[src/rtl/adc_capture_ctrl_pkg.sv]
// Shared definitions for the ADC capture controller and its host readout.
//  - Default widths for samples, buffer addresses and the decimation ratio.
//  - Capture FSM state encoding (2 bits), so readout logic decodes the same values.
package adc_capture_ctrl_pkg;

  localparam int DATA_BITS_DEF  = 10;
  localparam int ADDR_BITS_DEF  = 9;
  localparam int DECIM_BITS_DEF = 8;

  typedef enum logic [1:0] {
    ST_IDLE    = 2'd0,
    ST_ARMED   = 2'd1,
    ST_CAPTURE = 2'd2,
    ST_DONE    = 2'd3
  } cap_state_e;

endpackage

[src/rtl/adc_trigger_detect.sv]
// Level-crossing trigger detector for the capture controller.
// Ports:
//  clk, reset_n        clock, async active-low reset
//  clear               forget the previous sample (new arm)
//  enable              detector active (controller is ARMED)
//  sample_valid/data   incoming sample
//  trig_level          unsigned threshold; equality counts as "above"
//  trig_rising         1 = below->above crossing, 0 = above->below
//  trig_force          fire on the first enabled sample
//  trig                1-cycle pulse, combinational on the triggering sample
module adc_trigger_detect
  import adc_capture_ctrl_pkg::*;
#(
  parameter int DATA_BITS = DATA_BITS_DEF
) (
  input  logic                 clk,
  input  logic                 reset_n,
  input  logic                 clear,
  input  logic                 enable,
  input  logic                 sample_valid,
  input  logic [DATA_BITS-1:0] sample_data,
  input  logic [DATA_BITS-1:0] trig_level,
  input  logic                 trig_rising,
  input  logic                 trig_force,
  output logic                 trig
);

  logic [DATA_BITS-1:0] prev_q;
  logic                 prev_vld_q;
  logic                 cur_above, prev_above, edge_hit;

  assign cur_above  = sample_data >= trig_level;
  assign prev_above = prev_q >= trig_level;
  assign edge_hit   = trig_rising ? (!prev_above && cur_above)
                                  : (prev_above && !cur_above);

  // Without force, the first sample after arm only seeds prev_q.
  assign trig = enable && sample_valid && (trig_force || (prev_vld_q && edge_hit));

  always_ff @(posedge clk or negedge reset_n) begin
    if (!reset_n) begin
      prev_q     <= '0;
      prev_vld_q <= 1'b0;
    end else if (clear) begin
      prev_vld_q <= 1'b0;
    end else if (enable && sample_valid) begin
      prev_q     <= sample_data;
      prev_vld_q <= 1'b1;
    end
  end

endmodule

[src/rtl/adc_capture_ctrl.sv]
// ADC capture sequencer and single-port sample-buffer arbiter.
// Arm -> wait for trigger -> store 2**ADDR_BITS decimated samples -> DONE,
// then the host reads the buffer back through the same port.
// Ports:
//  clk, reset_n                 clock, async active-low reset
//  arm                          start/restart a capture (wins over host reads)
//  sample_valid/sample_data     ADC samples
//  trig_level/rising/force      trigger setup
//  decim                        keep 1 of every decim+1 samples
//  buf_addr/we/wdata, buf_rdata buffer port (sync read, 1-cycle latency)
//  rd_valid/rd_addr/rd_ready    host read request handshake
//  rd_data_valid/rd_data        host read response, 1 cycle after accept
//  busy, done                   ARMED|CAPTURE, DONE
module adc_capture_ctrl
  import adc_capture_ctrl_pkg::*;
#(
  parameter int DATA_BITS  = DATA_BITS_DEF,
  parameter int ADDR_BITS  = ADDR_BITS_DEF,
  parameter int DECIM_BITS = DECIM_BITS_DEF
) (
  input  logic                  clk,
  input  logic                  reset_n,
  input  logic                  arm,
  input  logic                  sample_valid,
  input  logic [DATA_BITS-1:0]  sample_data,
  input  logic [DATA_BITS-1:0]  trig_level,
  input  logic                  trig_rising,
  input  logic                  trig_force,
  input  logic [DECIM_BITS-1:0] decim,
  output logic [ADDR_BITS-1:0]  buf_addr,
  output logic                  buf_we,
  output logic [DATA_BITS-1:0]  buf_wdata,
  input  logic [DATA_BITS-1:0]  buf_rdata,
  input  logic                  rd_valid,
  input  logic [ADDR_BITS-1:0]  rd_addr,
  output logic                  rd_ready,
  output logic                  rd_data_valid,
  output logic [DATA_BITS-1:0]  rd_data,
  output logic                  busy,
  output logic                  done
);

  cap_state_e            state_q, state_d;
  logic [ADDR_BITS-1:0]  wptr_q, wr_addr_q;
  logic [DATA_BITS-1:0]  wdata_q;
  logic [DECIM_BITS-1:0] dcnt_q;
  logic                  we_q, full_q, rd_vld_q;
  logic                  trig, cap_smp, store, rd_acc;

  adc_trigger_detect #(.DATA_BITS(DATA_BITS)) u_trig (
    .clk          (clk),
    .reset_n      (reset_n),
    .clear        (arm),
    .enable       (state_q == ST_ARMED && !arm),
    .sample_valid (sample_valid),
    .sample_data  (sample_data),
    .trig_level   (trig_level),
    .trig_rising  (trig_rising),
    .trig_force   (trig_force),
    .trig         (trig)
  );

  // full_q marks the last store issued; no samples are taken during its
  // write cycle, and the FSM moves to DONE once that write is on the bus.
  assign cap_smp = trig || (state_q == ST_CAPTURE && sample_valid && !full_q && !arm);
  assign store   = trig || (state_q == ST_CAPTURE && sample_valid && !full_q && !arm
                            && dcnt_q == '0);

  // reset_n gates acceptance so buf_addr holds its reset value during reset.
  assign rd_ready      = reset_n && (state_q == ST_IDLE || state_q == ST_DONE) && !arm;
  assign rd_acc        = rd_valid && rd_ready;
  assign buf_addr      = rd_acc ? rd_addr : wr_addr_q;
  assign buf_we        = we_q;
  assign buf_wdata     = wdata_q;
  assign rd_data_valid = rd_vld_q;
  assign rd_data       = rd_vld_q ? buf_rdata : '0;
  assign busy          = (state_q == ST_ARMED) || (state_q == ST_CAPTURE);
  assign done          = (state_q == ST_DONE);

  always_ff @(posedge clk or negedge reset_n) begin
    if (!reset_n) state_q <= ST_IDLE;
    else          state_q <= state_d;
  end

  always_comb begin
    state_d = state_q;
    unique case (state_q)
      ST_IDLE:    if (arm) state_d = ST_ARMED;
      ST_ARMED:   if (arm) state_d = ST_ARMED;
                  else if (trig) state_d = ST_CAPTURE;
      ST_CAPTURE: if (arm) state_d = ST_ARMED;
                  else if (full_q) state_d = ST_DONE;
      ST_DONE:    if (arm) state_d = ST_ARMED;
    endcase
  end

  always_ff @(posedge clk or negedge reset_n) begin
    if (!reset_n) begin
      wptr_q    <= '0;
      wr_addr_q <= '0;
      wdata_q   <= '0;
      dcnt_q    <= '0;
      we_q      <= 1'b0;
      full_q    <= 1'b0;
      rd_vld_q  <= 1'b0;
    end else begin
      rd_vld_q <= rd_acc;
      if (arm) begin
        wptr_q <= '0;
        dcnt_q <= '0;
        we_q   <= 1'b0;
        full_q <= 1'b0;
      end else begin
        we_q <= store;
        if (store) begin
          wr_addr_q <= wptr_q;
          wdata_q   <= sample_data;
          wptr_q    <= wptr_q + 1'b1;
          if (&wptr_q) full_q <= 1'b1;
        end
        // Trigger sample is count 0; decim is compared live each sample.
        if (cap_smp) dcnt_q <= (dcnt_q == decim) ? '0 : dcnt_q + 1'b1;
      end
    end
  end

endmodule
[config.mk]
export PLATFORM = sky130hd
export DESIGN_NAME = adc_capture_ctrl
export DESIGN_NICKNAME = d
export VERILOG_FILES = /design/src/rtl/adc_capture_ctrl_pkg.sv /design/src/rtl/adc_trigger_detect.sv /design/src/rtl/adc_capture_ctrl.sv
export SDC_FILE = /design/constraint.sdc
export NUM_CORES = 1
export LEC_CHECK = 0
export BUFFER_PORTS_ARGS = -buffer_cell sky130_fd_sc_hd__buf_2
export CORE_UTILIZATION = 53
export DETAILED_ROUTE_END_ITERATION = 12
export HOLD_SLACK_MARGIN = 0.08
export PLACE_DENSITY_LB_ADDON = 0.2
export SLEW_MARGIN = 25
export SYNTH_ARGS = -nofsm -noshare
export SYNTH_HDL_FRONTEND = slang
export SYNTH_SLANG_ARGS = --single-unit
[constraint.sdc]
create_clock -name clk -period 3.55 [get_ports clk]
set_input_delay 0.5325 -clock clk [delete_from_list [all_inputs] [get_ports clk]]
set_output_delay 0.5325 -clock clk [all_outputs]
set_load 0.1 [all_outputs]
==> out/results.txt <==
The run finished with clean final reports. The end-of-flow core utilization was 67.0%. The final worst-path cycle share is 84.6%, and the maximum buffer depth of the clock tree is 2. The H-tree was split into 2 levels. The first global-routing pass estimated 11600 microns of wire. The worst path arrival time was 2470 ps. The first routing iteration left 128 violations. The area growth from synthesis to layout is 18.4%.

The worst pin sits at a relative slew slack of 56.5%. The tightest min-delay check is of the in -> async type. The number of enable-type register cells in the synthesized netlist is 0.

The number of distinct library cells after synthesis was 45; the net count of the mapped netlist was 390. Excluding fillers, the count of instances in the completed layout stands at 474. The total vias in the final route was 2570. The worst setup path is of the reg -> out kind. The tools report the latest clock arrival within the worst-skew pair as 310 ps. For the sequential cell area, the log shows 1300 sq um.

The pin count of the biggest net entering global routing was 53. TritonCTS built the clock tree. The tools report the residual overflow from global routing as 0. On the final layout, the worst clock skew is 12.1 ps.

The number of nets with antenna violations after detailed routing was 0. The worst slack after detailed placement was 319 ps. The placer's final routability congestion estimate is 0.821.

The clock transition time at the flip-flop clock pins of the worst setup and hold paths was 100 ps. Counting flops and latches in the post-synthesis netlist gives 52. The cell sitting at the root of the clock tree is a sky130_fd_sc_hd__clkbuf_8. Across every metal layer, demand over resource in global routing totals 23.5%. STA classifies the critical path startpoint as a flip-flop. STA puts the critical path data required time at 3020 ps.

The worst path meets setup with 546 ps of slack. The multi-input combinational cells in the finished layout cover a total of 1760 sq um. Setup violations remaining at the end of the flow were counted as 0.

The element type at the critical path end was an output pin. The repair_antennas step left the layout with diodes totalling 0. For the post-detailed-placement cell area, the log shows 3710 sq um. Vertical die dimension: 79.8 microns. The synthesized netlist occupies a cell area of 3210 sq um. The average vias per placed instance came out at 5.42. The highest achievable clock rate is 0.333 GHz, and the fraction of final layout cells sized beyond drive strength 1 is 34.1%. The number of buffers added on ports works out to 87. The slew of the pin with the lowest slew margin was 652 ps. In this run the count of I/O pins placed on the die edge is 88. Once the floorplan was initialized, standard cells occupied 56.6% of the core. With fillers left out, the area of the finished cells amounts to 3800 sq um.

Yosys warning count: 0. The run gives 27 as the row count. The number of design rule violations left after detail routing was 0. Clock tree synthesis inserted a total of 5 buffers.

After clock tree synthesis, the flow added hold-fix buffers numbering 0. The first detailed-routing pass took 5 iterations. For the number of global-route vias before repair, the log shows 2551.

Summed over all failing endpoints, the final setup total negative slack is 0 ps. Clock tree synthesis found a total of 52 sinks. The run gives 0 as the count of instances resized after the clock tree is built. The final layout contains 483 nets. The placeable core area came out at 5680 sq um. Summed over all nets, the half-perimeter wirelength after detailed placement is 5180 microns. The most used flip-flop cell after synthesis is sky130_fd_sc_hd__dfrtp_1. The number of antenna violations at the first check in global routing was 0.

The final max-slew violation count is 0, and the maximum resistive drop on vdd is 0.713 mV. The cell area power density was 699 nW/um^2; the width of the die was 79.8 microns. The worst path needs 3000 ps of the cycle, external delays included. Max-cap violations in this run came to 0. Dividing the detail-routed wire length by the instance count gives 14.5 microns.

The count of final hold-check violations was 0. For the placed instance count, the log shows 466. The post-synthesis average cell area was 10.4 sq um. Setup repair after global routing left no endpoint under its margin. Of the synthesized area, sequential elements account for 40.5%.

Summed over all layers, the routed wires come to 6880 microns. Along the worst path, the maximum fanout reaches 10. Counting every instance in the synthesized netlist gives 308. The filler cells instantiated in the layout total 481. The area of the die is 6380 sq um. For this design the static power due to leakage is 2.01 nW. Counting flops with an async set or reset pin after synthesis yields a share of 100%. The run gives 0 as the buffer count from post-CTS setup fixing.
-- kinds of logic after synthesis --
kind of cell             Yosys count  synth area share [%]
multiplexers                      35                  13.9
flip-flops                        52                  40.5
AO/OA/AOI/OAI                     49                  11.0
buffers and inverters             28                  4.56
XOR/XNOR                           8                  2.18
adder cells (fa/ha/maj)           28                  10.9
AND/OR/NAND/NOR                  108                  17.0
-- cells in the mapped netlist (all sizes together), types with 2 or more instances --
cell type   n  area share, %
and3        8            1.6
a21oi      10            1.6
nor3b       2           0.47
nor2b       5           0.97
dfrtp      52             41
o22ai       5           0.97
mux2       31             13
a221o       2           0.62
or2         2           0.39
ha         28             11
nand2      43            5.0
mux2i       4            1.2
nor3        2           0.31
buf         4            1.8
o21ai      11            1.7
a211oi      3           0.86
nor2       13            1.5
nand3       5           0.78
nand2b      7            1.6
o2bb2ai     6            1.6
a32o        2           0.62
a41oi       2           0.55
and2       13            2.5
clkbuf      3           0.35
a31oi       2           0.86
o21a        2           0.47
xnor2       8            2.2
nand4       4           0.78
inv        20            2.3
-- metal layers --
metal | track usage (%) | vias up | part of all wire (%)
li1 | - | 1267 | -
met5 | 0 | - | 0
met4 | 7.86 | 0 | 1.4
met2 | 42.1 | 81 | 50
met1 | 28.2 | 1209 | 44
met3 | 4.23 | 13 | 4.8
-- power by group --
group / switching (mW) / internal [mW] / total [mW]
Clock: 0.203 / 0.141 / 0.343
Sequential: 0.0961 / 0.738 / 0.834
Combinational: 1.08 / 0.401 / 1.48
-- state kept, by name, indices dropped and copies added (netlist names) --
name and count:
buf_wdata 10, buf_we 1, dcnt_q 8, full_q 1, rd_data_valid 1, state_q 2, u_trig.prev_q 10, u_trig.prev_vld_q 1
wptr_q 9, wr_addr_q 9
-- placed cells by master (no fill, tap or decap), drive strengths merged, types with 3 or more instances in the layout --
cell,instances
nand3,5
ha,28
mux2i,4
o21ai,11
a21oi,10
xnor2,8
nor2b,5
mux2,31
o22ai,5
buf,93
dfrtp,52
and2,13
nand4,4
nand2b,7
inv,20
nand2,43
o2bb2ai,6
nor2,13
a211oi,3
clkbuf,6
and3,8
-- worst max-delay path, stage by stage, from the launching register on --
cell and delay [ps]:
sky130_fd_sc_hd__dfrtp_1 400, sky130_fd_sc_hd__inv_1 80, sky130_fd_sc_hd__ha_1 360, sky130_fd_sc_hd__and3_1 190
sky130_fd_sc_hd__nand2_1 280, sky130_fd_sc_hd__clkinv_1 350, sky130_fd_sc_hd__nand2_1 160, sky130_fd_sc_hd__nand2_1 60
sky130_fd_sc_hd__buf_2 290
-- final timing paths --
kind / slack (ps) / startpoint / cells past startpoint / endpoint
setup / recovery: 550 / state_q[0]$_DFFE_PN0P_ / 8 / buf_addr[7]
min in group clk: 480 / sample_data[0] / 2 / buf_wdata[0]$_DFFE_PN0P_
hold reg to reg: 490 / u_trig.prev_q[0]$_DFFE_PN0P_ / 2 / u_trig.prev_q[0]$_DFFE_PN0P_
max in group asynchronous: 2760 / reset_n / 2 / buf_wdata[5]$_DFFE_PN0P_
hold / removal: 360 / reset_n / 2 / u_trig.prev_q[2]$_DFFE_PN0P_
setup reg to reg: 770 / u_trig.prev_q[0]$_DFFE_PN0P_ / 11 / wr_addr_q[5]$_DFFE_PN0P_
-- stage by stage --
step	power (mW)	hold slack [ps]
floorplan	2.05	237
global placement	2.28	467
detailed placement	2.33	470
CTS	2.67	379
global route	2.80	401
finish	2.66	358
-- layout make-up --
type	count	share of cell area (%)
Multi-Input combinational cell	228	46.4
Sequential cell	52	34.2
Timing Repair Buffer	93	12.6
Tap cell	72	2.37
Inverter	21	2.07
Clock buffer	6	1.91
Clock inverter	2	0.428
(Power assumes the default switching activity.)
